<file path="config.mk">
export PLATFORM = sky130hd
export DESIGN_NAME = photon_history_ring
export DESIGN_NICKNAME = d
export VERILOG_FILES = /design/src/rtl/photon_hist_pkg.sv /design/src/rtl/photon_hist_pending.sv /design/src/rtl/photon_history_ring.sv
export SDC_FILE = /design/constraint.sdc
export NUM_CORES = 1
export LEC_CHECK = 0
export CORE_MARGIN = 3
export CORE_UTILIZATION = 40
export CTS_BUF_LIST = sky130_fd_sc_hd__clkbuf_16
export DETAILED_ROUTE_END_ITERATION = 12
export PLACE_DENSITY = 0.62
export SYNTH_ARGS = -nofsm -noshare
export SYNTH_HDL_FRONTEND = slang
export SYNTH_SLANG_ARGS = --single-unit
</file>
<file path="constraint.sdc">
create_clock -name clk -period 12.32 [get_ports clk]
set_input_delay 1.232 -clock clk [delete_from_list [all_inputs] [get_ports clk]]
set_output_delay 1.232 -clock clk [all_outputs]
set_load 0.05 [all_outputs]
</file>
<file path="src/rtl/photon_hist_pkg.sv">
// rtl/photon_hist_pkg.sv - shared states, mode constants and address helper for the photon history ring
package photon_hist_pkg;

    typedef enum logic [2:0] {
        IDLE,
        PICK,
        RD_REQ,
        WR_REQ,
        SHIFT_NEXT,
        TAIL_WR,
        RING_WR,
        FINISH
    } state_t;

    localparam logic MODE_SHIFT = 1'b0;
    localparam logic MODE_RING  = 1'b1;

    // Entry k of channel ch lives at base + ch*stride + k.
    function automatic logic [31:0] entry_addr(input logic [31:0] base, input logic [31:0] stride,
                                               input logic [31:0] ch, input logic [31:0] k);
        return base + ch * stride + k;
    endfunction

endpackage

</file>
<file path="src/rtl/photon_hist_pending.sv">
// rtl/photon_hist_pending.sv - per-channel pending slots, drop counter and round-robin pick
module photon_hist_pending #(
    parameter int DATA_W   = 16,
    parameter int CHANNELS = 2,
    parameter int CH_W     = 1
) (
    input  logic              clk,
    input  logic              rst,
    input  logic              sampleValid,
    input  logic [CH_W-1:0]   sampleCh,
    input  logic [DATA_W-1:0] sampleData,
    input  logic              pickClr,
    output logic              anyPending,
    output logic [CH_W-1:0]   pickCh,
    output logic [DATA_W-1:0] pickData,
    output logic [15:0]       dropCnt
);

    logic [CHANNELS-1:0] flags;
    logic [DATA_W-1:0]   slotData [CHANNELS];
    logic [CH_W-1:0]     lastCh;
    logic [CH_W-1:0]     idx;
    logic                found;

    // Round-robin search starting at the channel after the one served last.
    always_comb begin
        pickCh = lastCh;
        found  = 1'b0;
        idx    = '0;
        for (int i = 1; i <= CHANNELS; i++) begin
            idx = CH_W'((int'(lastCh) + i) % CHANNELS);
            if (!found && flags[idx]) begin
                found  = 1'b1;
                pickCh = idx;
            end
        end
    end

    assign anyPending = |flags;
    assign pickData   = slotData[pickCh];

    // Slot load/clear; a sample arriving with a PICK clear on the same channel keeps the flag set.
    always_ff @(posedge clk or posedge rst) begin
        if (rst) begin
            flags   <= '0;
            lastCh  <= '0;
            dropCnt <= '0;
            for (int c = 0; c < CHANNELS; c++) begin
                slotData[c] <= '0;
            end
        end else begin
            if (pickClr) begin
                flags[pickCh] <= 1'b0;
                lastCh        <= pickCh;
            end
            if (sampleValid) begin
                flags[sampleCh]    <= 1'b1;
                slotData[sampleCh] <= sampleData;
                if (flags[sampleCh] && !(pickClr && pickCh == sampleCh) && dropCnt != 16'hFFFF) begin
                    dropCnt <= dropCnt + 16'd1;
                end
            end
        end
    end

endmodule

</file>
<file path="src/rtl/photon_history_ring.sv">
// rtl/photon_history_ring.sv - per-channel photon-count history in SDRAM, shift or ring append
module photon_history_ring
    import photon_hist_pkg::*;
#(
    parameter int DATA_W    = 16,
    parameter int ADDR_W    = 24,
    parameter int DEPTH     = 600,
    parameter int CHANNELS  = 2,
    parameter int BASE_ADDR = 384000,
    parameter int CH_STRIDE = 1024,
    localparam int CH_W     = (CHANNELS > 1) ? $clog2(CHANNELS) : 1,
    localparam int PTR_W    = $clog2(DEPTH)
) (
    input  logic                      clk,
    input  logic                      rst,
    input  logic                      en,
    input  logic                      i_mode,
    input  logic                      i_sample_valid,
    input  logic [CH_W-1:0]           i_sample_ch,
    input  logic [DATA_W-1:0]         i_sample_data,
    output logic                      o_rd_req,
    output logic [ADDR_W-1:0]         o_rd_addr,
    input  logic [DATA_W-1:0]         i_rd_data,
    input  logic                      i_rd_done,
    output logic                      o_wr_req,
    output logic [ADDR_W-1:0]         o_wr_addr,
    output logic [DATA_W-1:0]         o_wr_data,
    input  logic                      i_wr_done,
    output logic [CHANNELS*PTR_W-1:0] o_head,
    output logic                      o_busy,
    output logic                      o_done,
    output logic [15:0]               o_drop_cnt
);

    localparam logic [PTR_W-1:0] LAST_IDX = PTR_W'(DEPTH - 1);

    state_t             state, nextState;
    logic [CH_W-1:0]    curCh;
    logic [DATA_W-1:0]  snap;
    logic [DATA_W-1:0]  rdCapture;
    logic               modeReg;
    logic [PTR_W-1:0]   k;
    logic [PTR_W-1:0]   heads [CHANNELS];
    logic               anyPending;
    logic               pickClr;
    logic [CH_W-1:0]    pickCh;
    logic [DATA_W-1:0]  pickData;

    function automatic logic [ADDR_W-1:0] addrOf(input logic [CH_W-1:0] c, input logic [PTR_W-1:0] idx);
        return ADDR_W'(entry_addr(32'(BASE_ADDR), 32'(CH_STRIDE), 32'(c), 32'(idx)));
    endfunction

    photon_hist_pending #(
        .DATA_W  (DATA_W),
        .CHANNELS(CHANNELS),
        .CH_W    (CH_W)
    ) u_pending (
        .clk        (clk),
        .rst        (rst),
        .sampleValid(i_sample_valid),
        .sampleCh   (i_sample_ch),
        .sampleData (i_sample_data),
        .pickClr    (pickClr),
        .anyPending (anyPending),
        .pickCh     (pickCh),
        .pickData   (pickData),
        .dropCnt    (o_drop_cnt)
    );

    // FSM state register.
    always_ff @(posedge clk or posedge rst) begin
        if (rst) begin
            state <= IDLE;
        end else begin
            state <= nextState;
        end
    end

    // Next-state decode; transfers advance only on a done seen while the request is up.
    always_comb begin
        nextState = state;
        pickClr   = 1'b0;
        o_busy    = (state != IDLE);
        o_done    = 1'b0;
        case (state)
            IDLE:       if (en && anyPending) nextState = PICK;
            PICK: begin
                pickClr   = 1'b1;
                nextState = (i_mode == MODE_RING) ? RING_WR : RD_REQ;
            end
            RD_REQ:     if (o_rd_req && i_rd_done) nextState = WR_REQ;
            WR_REQ:     if (o_wr_req && i_wr_done) nextState = SHIFT_NEXT;
            SHIFT_NEXT: nextState = (k == LAST_IDX) ? TAIL_WR : RD_REQ;
            TAIL_WR:    if (o_wr_req && i_wr_done) nextState = FINISH;
            RING_WR:    if (o_wr_req && i_wr_done) nextState = FINISH;
            FINISH: begin
                o_done    = 1'b1;
                nextState = IDLE;
            end
            default:    nextState = IDLE;
        endcase
    end

    // Request/address/data registers, snapshot, shift index and ring heads.
    always_ff @(posedge clk or posedge rst) begin
        if (rst) begin
            o_rd_req  <= 1'b0;
            o_rd_addr <= '0;
            o_wr_req  <= 1'b0;
            o_wr_addr <= '0;
            o_wr_data <= '0;
            curCh     <= '0;
            snap      <= '0;
            rdCapture <= '0;
            modeReg   <= MODE_SHIFT;
            k         <= '0;
            for (int c = 0; c < CHANNELS; c++) begin
                heads[c] <= '0;
            end
        end else begin
            case (state)
                PICK: begin
                    curCh   <= pickCh;
                    snap    <= pickData;
                    modeReg <= i_mode;
                    k       <= PTR_W'(1);
                    if (i_mode == MODE_RING) begin
                        o_wr_req  <= 1'b1;
                        o_wr_addr <= addrOf(pickCh, heads[pickCh]);
                        o_wr_data <= pickData;
                    end else begin
                        o_rd_req  <= 1'b1;
                        o_rd_addr <= addrOf(pickCh, PTR_W'(1));
                    end
                end
                RD_REQ: begin
                    if (o_rd_req && i_rd_done) begin
                        o_rd_req  <= 1'b0;
                        rdCapture <= i_rd_data;
                    end
                end
                WR_REQ: begin
                    // Raised one cycle after the read completes so requests never touch.
                    if (o_wr_req) begin
                        if (i_wr_done) o_wr_req <= 1'b0;
                    end else begin
                        o_wr_req  <= 1'b1;
                        o_wr_addr <= addrOf(curCh, k - 1'b1);
                        o_wr_data <= rdCapture;
                    end
                end
                SHIFT_NEXT: begin
                    if (k == LAST_IDX) begin
                        o_wr_req  <= 1'b1;
                        o_wr_addr <= addrOf(curCh, LAST_IDX);
                        o_wr_data <= snap;
                    end else begin
                        k         <= k + 1'b1;
                        o_rd_req  <= 1'b1;
                        o_rd_addr <= addrOf(curCh, k + 1'b1);
                    end
                end
                TAIL_WR: begin
                    if (o_wr_req && i_wr_done) o_wr_req <= 1'b0;
                end
                RING_WR: begin
                    if (o_wr_req && i_wr_done) begin
                        o_wr_req     <= 1'b0;
                        heads[curCh] <= (heads[curCh] == LAST_IDX) ? '0 : heads[curCh] + 1'b1;
                    end
                end
                default: ;
            endcase
        end
    end

    for (genvar g = 0; g < CHANNELS; g++) begin : g_head
        assign o_head[g*PTR_W +: PTR_W] = (modeReg == MODE_RING) ? heads[g] : '0;
    end

endmodule

</file>
==> flow_metrics.tcl <==
set metrics [dict create \
    maxCapViolations 0 \
    ctsHoldBuffers 0 \
    gr-usage-all-layers 0.180 \
    hp-class "register to register" \
    skew_ns 0.0116 \
    cp_num_cells 3 \
    syn_area_per_cell_um2 10.6 \
    critPathSlowestCell "dfrtp_1" \
    ys_types 65 \
    synth_warnings 0 \
    io_pins 144 \
    clk_latency_ns 0.43 \
    fp.dieW_um 150 \
    port_buffers 131 \
    post-cts-setup-buffers 0 \
    dpl.hpwl_um 13600 \
    die_y_um 150 \
    area_delta_synth_final_pct 23.1 \
    whs_path_depth 2 \
    seq_area_frac_synth 0.488 \
    grt_antenna_before_repair 0 \
    cp.buffers_inverters 2 \
    drt_iter0_drc 354 \
    rr_worst_depth 6 \
    grt_overflow_total 0 \
    grt_pass1_vias 5896 \
    cts_buffer_depth 2 \
    startpoint_type "register" \
    wl_per_cell_um 17.2 \
    cts-root-buf "clkbuf_16" \
    end_kind "output port" \
    diodes 0 \
    drc_errors 0 \
    leakage_nw 4.36 \
    path_clk_slew_ns 0.06 \
    vias 6118 \
    drv_slew 0 \
    synthTopCellsByCount "161 x dfrtp_1, 81 x nand2_1, 79 x o21ai_0, 64 x mux2_2, 28 x nor2_1" \
    gp_congestion 0.839 \
    via_per_inst 5.31 \
    relSlewSlack 0.255 \
    synth_largest_area_cell "dfrtp_1" \
    grt_max_degree 121 \
    cts_max_level 4 \
    syn_inst 779 \
    clock.fmax_mhz 273 \
    synth-edff-count 0 \
    cts_tree "built" \
    ys.flop_type "dfrtp_1" \
    synthTopCellsByArea "dfrtp_1 49%, mux2_2 8.7%, o21ai_0 4.8%" \
    grt_pass1_wl_um 31900 \
    fin_crit_ns 3.66 \
    synth-seq-cells 161 \
    power.density_nw_per_um2 252 \
    layout-drive-gt1-share 0.142 \
    crit_arrival_ns 2.43 \
    cts_sinks 161 \
    cp_max_fo 24 \
    synth_area_um2 8250 \
    firstDrtPassIters 5 \
    crit_start "state[1]$_DFFE_PP0P_" \
    min_period_over_period 0.297 \
    row_count 51 \
    path_class "register to output port" \
    core_um2 19800 \
    status "finished clean" \
    worstPathRequired_ns 11.09 \
    ys_async_sr_fraction 1.00 \
    final_area_um2 10200 \
    start_util 0.416 \
    dieArea_um2 22400 \
    cts_resized 0 \
    setup_violations 0 \
    placed_area_um2 9580 \
    nets 919 \
    synth.most_common_cell "dfrtp_1" \
    crit_family "buffers and inverters" \
    routed_wl_um 19800 \
    slowest_delay_ns 0.84 \
    fin_tns_setup_ns 0 \
    numCtsBuffers 17 \
    holdCritStartpoint "o_rd_addr[4]$_DFFE_PP0P_" \
    final_antenna_net_count 0 \
    synth_top_area_share 0.488 \
    tightestPinTransition_ns 1.11 \
    r2r-start "u_pending.lastCh$_DFFE_PP0P_" \
    hold_viol 0 \
    rsz0062_at_grt "no" \
    ir_drop_uv 150 \
    path_cells "inv_1 -> nand2_1 -> clkdlybuf4s50_1" \
]
==> registers in the layout, indices dropped and copies added (netlist names), 10 cells and up <==
register / count
o_wr_data: 16
snap: 16
o_rd_addr: 13
u_pending.slotData: 32
u_pending.dropCnt: 16
k: 10
heads: 20
o_wr_addr: 13
rdCapture: 16
==> report_power, final <==
part | internal (mW) | switching, mW
Combinational | 0.474 | 0.706
Clock | 0.285 | 0.234
Sequential | 0.687 | 0.169
Total | 1.45 | 1.11
==> stage by stage <==
| step | util | hold WS [ns] | std cells | worst slack [ns] | power [mW] |
|---|---|---|---|---|---|
| global route | 0.512 | 0.517 | 1153 | 8.56 | 2.71 |
| global placement | 0.483 | 0.462 | 1121 | 8.93 | 2.04 |
| finish | 0.512 | 0.480 | 1153 | 8.66 | 2.56 |
| floorplan | - | 0.450 | 790 | 6.74 | 1.74 |
| CTS | 0.512 | 0.488 | 1153 | 8.64 | 2.58 |
| detailed placement | 0.483 | 0.474 | 1121 | 8.86 | 2.06 |
==> cell usage in the layout, fill, tap and decap left out, types with 5 or more instances in the layout <==
| cell | instances |
|---|---|
| a21o_1 | 10 |
| a21oi_1 | 20 |
| a22o_1 | 5 |
| a22oi_1 | 20 |
| a31oi_1 | 9 |
| and2_1 | 25 |
| and3_1 | 10 |
| and4_1 | 6 |
| clkbuf_16 | 17 |
| clkdlybuf4s50_1 | 131 |
| conb_1 | 12 |
| dfrtp_1 | 161 |
| inv_1 | 11 |
| inv_6 | 6 |
| mux2_2 | 64 |
| mux2_4 | 14 |
| mux2i_1 | 21 |
| nand2_1 | 81 |
| nand2b_1 | 6 |
| nand3_1 | 19 |
| nand4_1 | 10 |
| nor2_1 | 27 |
| nor3_1 | 12 |
| o21ai_0 | 78 |
| xnor2_1 | 24 |
| xor2_1 | 12 |
==> kinds of logic after synthesis <==
| family | share of synthesized area |
|---|---|
| other | 0.000455 |
| DFF | 0.488 |
| buffers and inverters | 0.0546 |
| and+or+nand+nor | 0.147 |
| AOI/OAI and AO/OA | 0.127 |
| muxes | 0.138 |
| xor gates and xnor gates | 0.0382 |
| adders and majority gates | 0.00607 |
==> worst paths after layout <==
kind / slack (ns) / to
worst min register to register: 0.48 / o_rd_addr[4]$_DFFE_PP0P_
worst min-delay path: 0.48 / o_rd_addr[4]$_DFFE_PP0P_
worst max register to register: 9.39 / o_wr_addr[8]$_DFFE_PP0P_
worst max-delay path: 8.66 / o_busy
min in group asynchronous: 1.43 / u_pending.slotData[27]$_DFFE_PP0P_
max in group asynchronous: 9.64 / k[3]$_DFFE_PP0P_
==> cell type report <==
class                   count  area [um^2]
well taps                 265          332
clock inverters            15          149
repair buffers            135         1340
flip-flops and latches    161         4030
inverters                  13         53.8
multi-input cells         547         3830
clock buffers              17          425
fillers                  1801         9690
==> worst reg2reg max path, stage by stage (launching register included) <==
cell      delay, ns
dfrtp_1        1.02
nand2_1        0.22
o21ai_4        0.31
buf_4          0.40
mux2_2         0.39
a221oi_1       0.31
o21ai_0        0.12
==> layer usage <==
| layer | track usage | up-vias | wire length (um) |
|---|---|---|---|
| met3 | 0.0369 | 9 | 837 |
| met1 | 0.250 | 3032 | 9280 |
| li1 | - | 2938 | - |
| met2 | 0.287 | 139 | 9600 |
| met4 | 0.0513 | 0 | 125 |
| met5 | 0 | - | 0 |
Power figures use the tool's default switching activity.
==> RTL change (same settings) <==
Change the parameter `ADDR_W` from 24 to 28.
--- a/src/rtl/photon_history_ring.sv
+++ b/src/rtl/photon_history_ring.sv
@@ -4,5 +4,5 @@
 #(
     parameter int DATA_W    = 16,
-    parameter int ADDR_W    = 24,
+    parameter int ADDR_W    = 28,
     parameter int DEPTH     = 600,
     parameter int CHANNELS  = 2,
Interface: changed (resized o_rd_addr and o_wr_addr); port bits go from 144 to 152. No check against the original RTL was run, so the function may have changed too.
==> RTL change against the original RTL <==
  * Sequential cell count did not move
  * Combinational power hardly changed
  * Synthesized area shrank 1.4%
  * Clock skew decreased by 0.0037 ns
  * Via count is 0.83% lower
  * Final area decreased by 0.47%
  * Power grew 2.3%
  * Hold slack got worse by 0.0054 ns
  * First-iteration DRC count up 17%
  * Routed wire length rose by 1.7%
  * Highest routed layer unchanged
  * Setup slack better by 0.068 ns
  * Die area shrank 1.4%
==> RTL change: results (changes against the original RTL) <==
Antenna Cells=0 (unchanged); clk buf depth=2 (unchanged); antenna violations before repair=0 (unchanged); DR WL/cell=17.37 um (+0.97%); YS warnings=0 (unchanged); Layout Nets=927 (+0.87%); global-route wire length before repair=32620 um (+2.2%); status=finished, final reports clean; Slew @ Worst Pin=0.9951 ns (-0.1194 ns); vias=6067 (-0.83%); FF-to-FF setup slack=9.28 ns (-0.11 ns); Worst Hold Class=register to register; final worst clock skew=0.007905 ns (-0.003720 ns); global placer's final weighted congestion=0.8269 (-1.5%); Total Routing Usage GR=0.1868 (+0.006887); clock slew at the register clock pins of the worst setup and hold paths=0.06 ns (about the same); Root Driver=clkbuf_16; cell count after synthesis=779 (unchanged); final WL=20170 um (+1.7%); ranking of synthesized cells by area=dfrtp_1 (50%), mux2_2 (8.7%), o21ai_0 (3.9%); largest net degree at the start of global routing=88 (-27%); top cell type's share of synthesized area=0.4954 (+0.007062); slowest cell on the critical path=clkdlybuf4s50_1; maximum VDD drop=126.0 uV (-16%); IO Port Bufs=131 (unchanged); Distinct cells, synth=57 (-12%); HPWL after DPL=13690 um (+0.93%); Async S/R FF share, synth=1.000 (unchanged); crit path DAT=2.36 ns (-0.07 ns); Max FO, Critical Path=18 (-25%); H-tree depth=4 (unchanged); register area share after synthesis=0.4954 (+0.007062); biggest regs=u_pending.slotData (32), heads (20); CP peak stage delay=0.84 ns (about the same); DRC Markers=0 (unchanged); total setup buffers inserted after CTS=0 (unchanged); First DRT Iteration DRCs=414 (+17%); fraction of layout cells with a size suffix above 1=0.1217 (-0.02024); Inserted Clock Buffers=17 (unchanged); First-pass DRT Iterations=5 (unchanged); Pleak=4.304 nW (-1.2%); placed insts=1129 (+0.71%); Synth top cells by count=dfrtp_1 (161), nand2_1 (76), o21ai_0 (64), mux2_2 (63), nor2_1 (45); Final Hold Fails=0 (unchanged); clock latency on the worst-skew pair=0.43 ns (about the same); vias in the first global route=5993 (+1.6%); CTS resizes=0 (unchanged)
RTL change: changes by cell type after synthesis, moves of 7 or more:
cell     change
mux2_1      +14
xor2_1       +8
mux2_4      -14
nor2_1      +17
xnor2_1      -7
buf_4       +12
o21ai_0     -15
nand3_1      +9
RTL change: per-layer routing:
metal | track usage | wire [um] | up-vias
met4 | 0.05727 | 268 | 0
met5 | 0 | 0 | -
li1 | - | - | 2918
met1 | 0.2578 | 9321 | 2981
met2 | 0.2987 | 9567 | 149
met3 | 0.03809 | 1015 | 19
RTL change: final cells by class:
class	instances	area [sq um]
flip-flops and latches	161	4029
inverters	17	68.82
repair buffers	137	1356
clock buffers	17	425.4
well taps	265	331.6
clock inverters	15	216.5
fillers	1816	9607
multi-input cells	549	3684
RTL change: critical path: cells and delay by family, from the launching register on:
family	cells	cell delay [ns]
buffers and inverters	1	0.84
flip-flops	1	0.74
AND/OR/NAND/NOR	2	0.35
RTL change: metrics by stage:
step | worst slack, ns | util | power, mW | hold WS, ns | instance area [sq um]
floorplan | 6.740 | - | 1.712 | 0.4502 | 8204
detailed placement | 8.959 | 0.4802 | 2.051 | 0.4695 | 9469
finish | 8.726 | 0.5128 | 2.614 | 0.4743 | 10110
global placement | 8.960 | 0.4802 | 2.037 | 0.4642 | 9469
CTS | 8.743 | 0.5128 | 2.634 | 0.4830 | 10110
global route | 8.637 | 0.5128 | 2.766 | 0.5099 | 10110
RTL change: worst paths after layout:
path | from | cells past startpoint | to
max | state[0]$_DFFE_PP0P_ | 3 | o_busy
min | o_rd_addr[6]$_DFFE_PP0P_ | 2 | o_rd_addr[6]$_DFFE_PP0P_
max reg2reg | u_pending.lastCh$_DFFE_PP0P_ | 6 | o_wr_data[8]$_DFFE_PP0P_
min reg2reg | o_rd_addr[6]$_DFFE_PP0P_ | 2 | o_rd_addr[6]$_DFFE_PP0P_
max in group asynchronous | rst | 3 | snap[5]$_DFFE_PP0P_
min in group asynchronous | rst | 2 | o_rd_addr[5]$_DFFE_PP0P_
RTL change: cells by family (layout without fill, tap and decap cells):
logic type	after synthesis	count (layout)	synth area share
and+or+nand+nor	236	236	0.1435
DFF	161	161	0.4954
AOI/OAI and AO/OA	151	151	0.1166
muxes	101	101	0.1362
buffers and inverters	88	186	0.06185
xor gates and xnor gates	37	37	0.03985
adders and majority gates	4	4	0.006154
other	1	20	0.0004611
RTL change: power breakdown:
group / switching, mW / internal [mW] / leakage (nW) / total [mW]
clock: 0.219 / 0.358 / 0.310 / 0.578
combinational: 0.744 / 0.435 / 2.02 / 1.18
sequential: 0.166 / 0.691 / 1.98 / 0.857
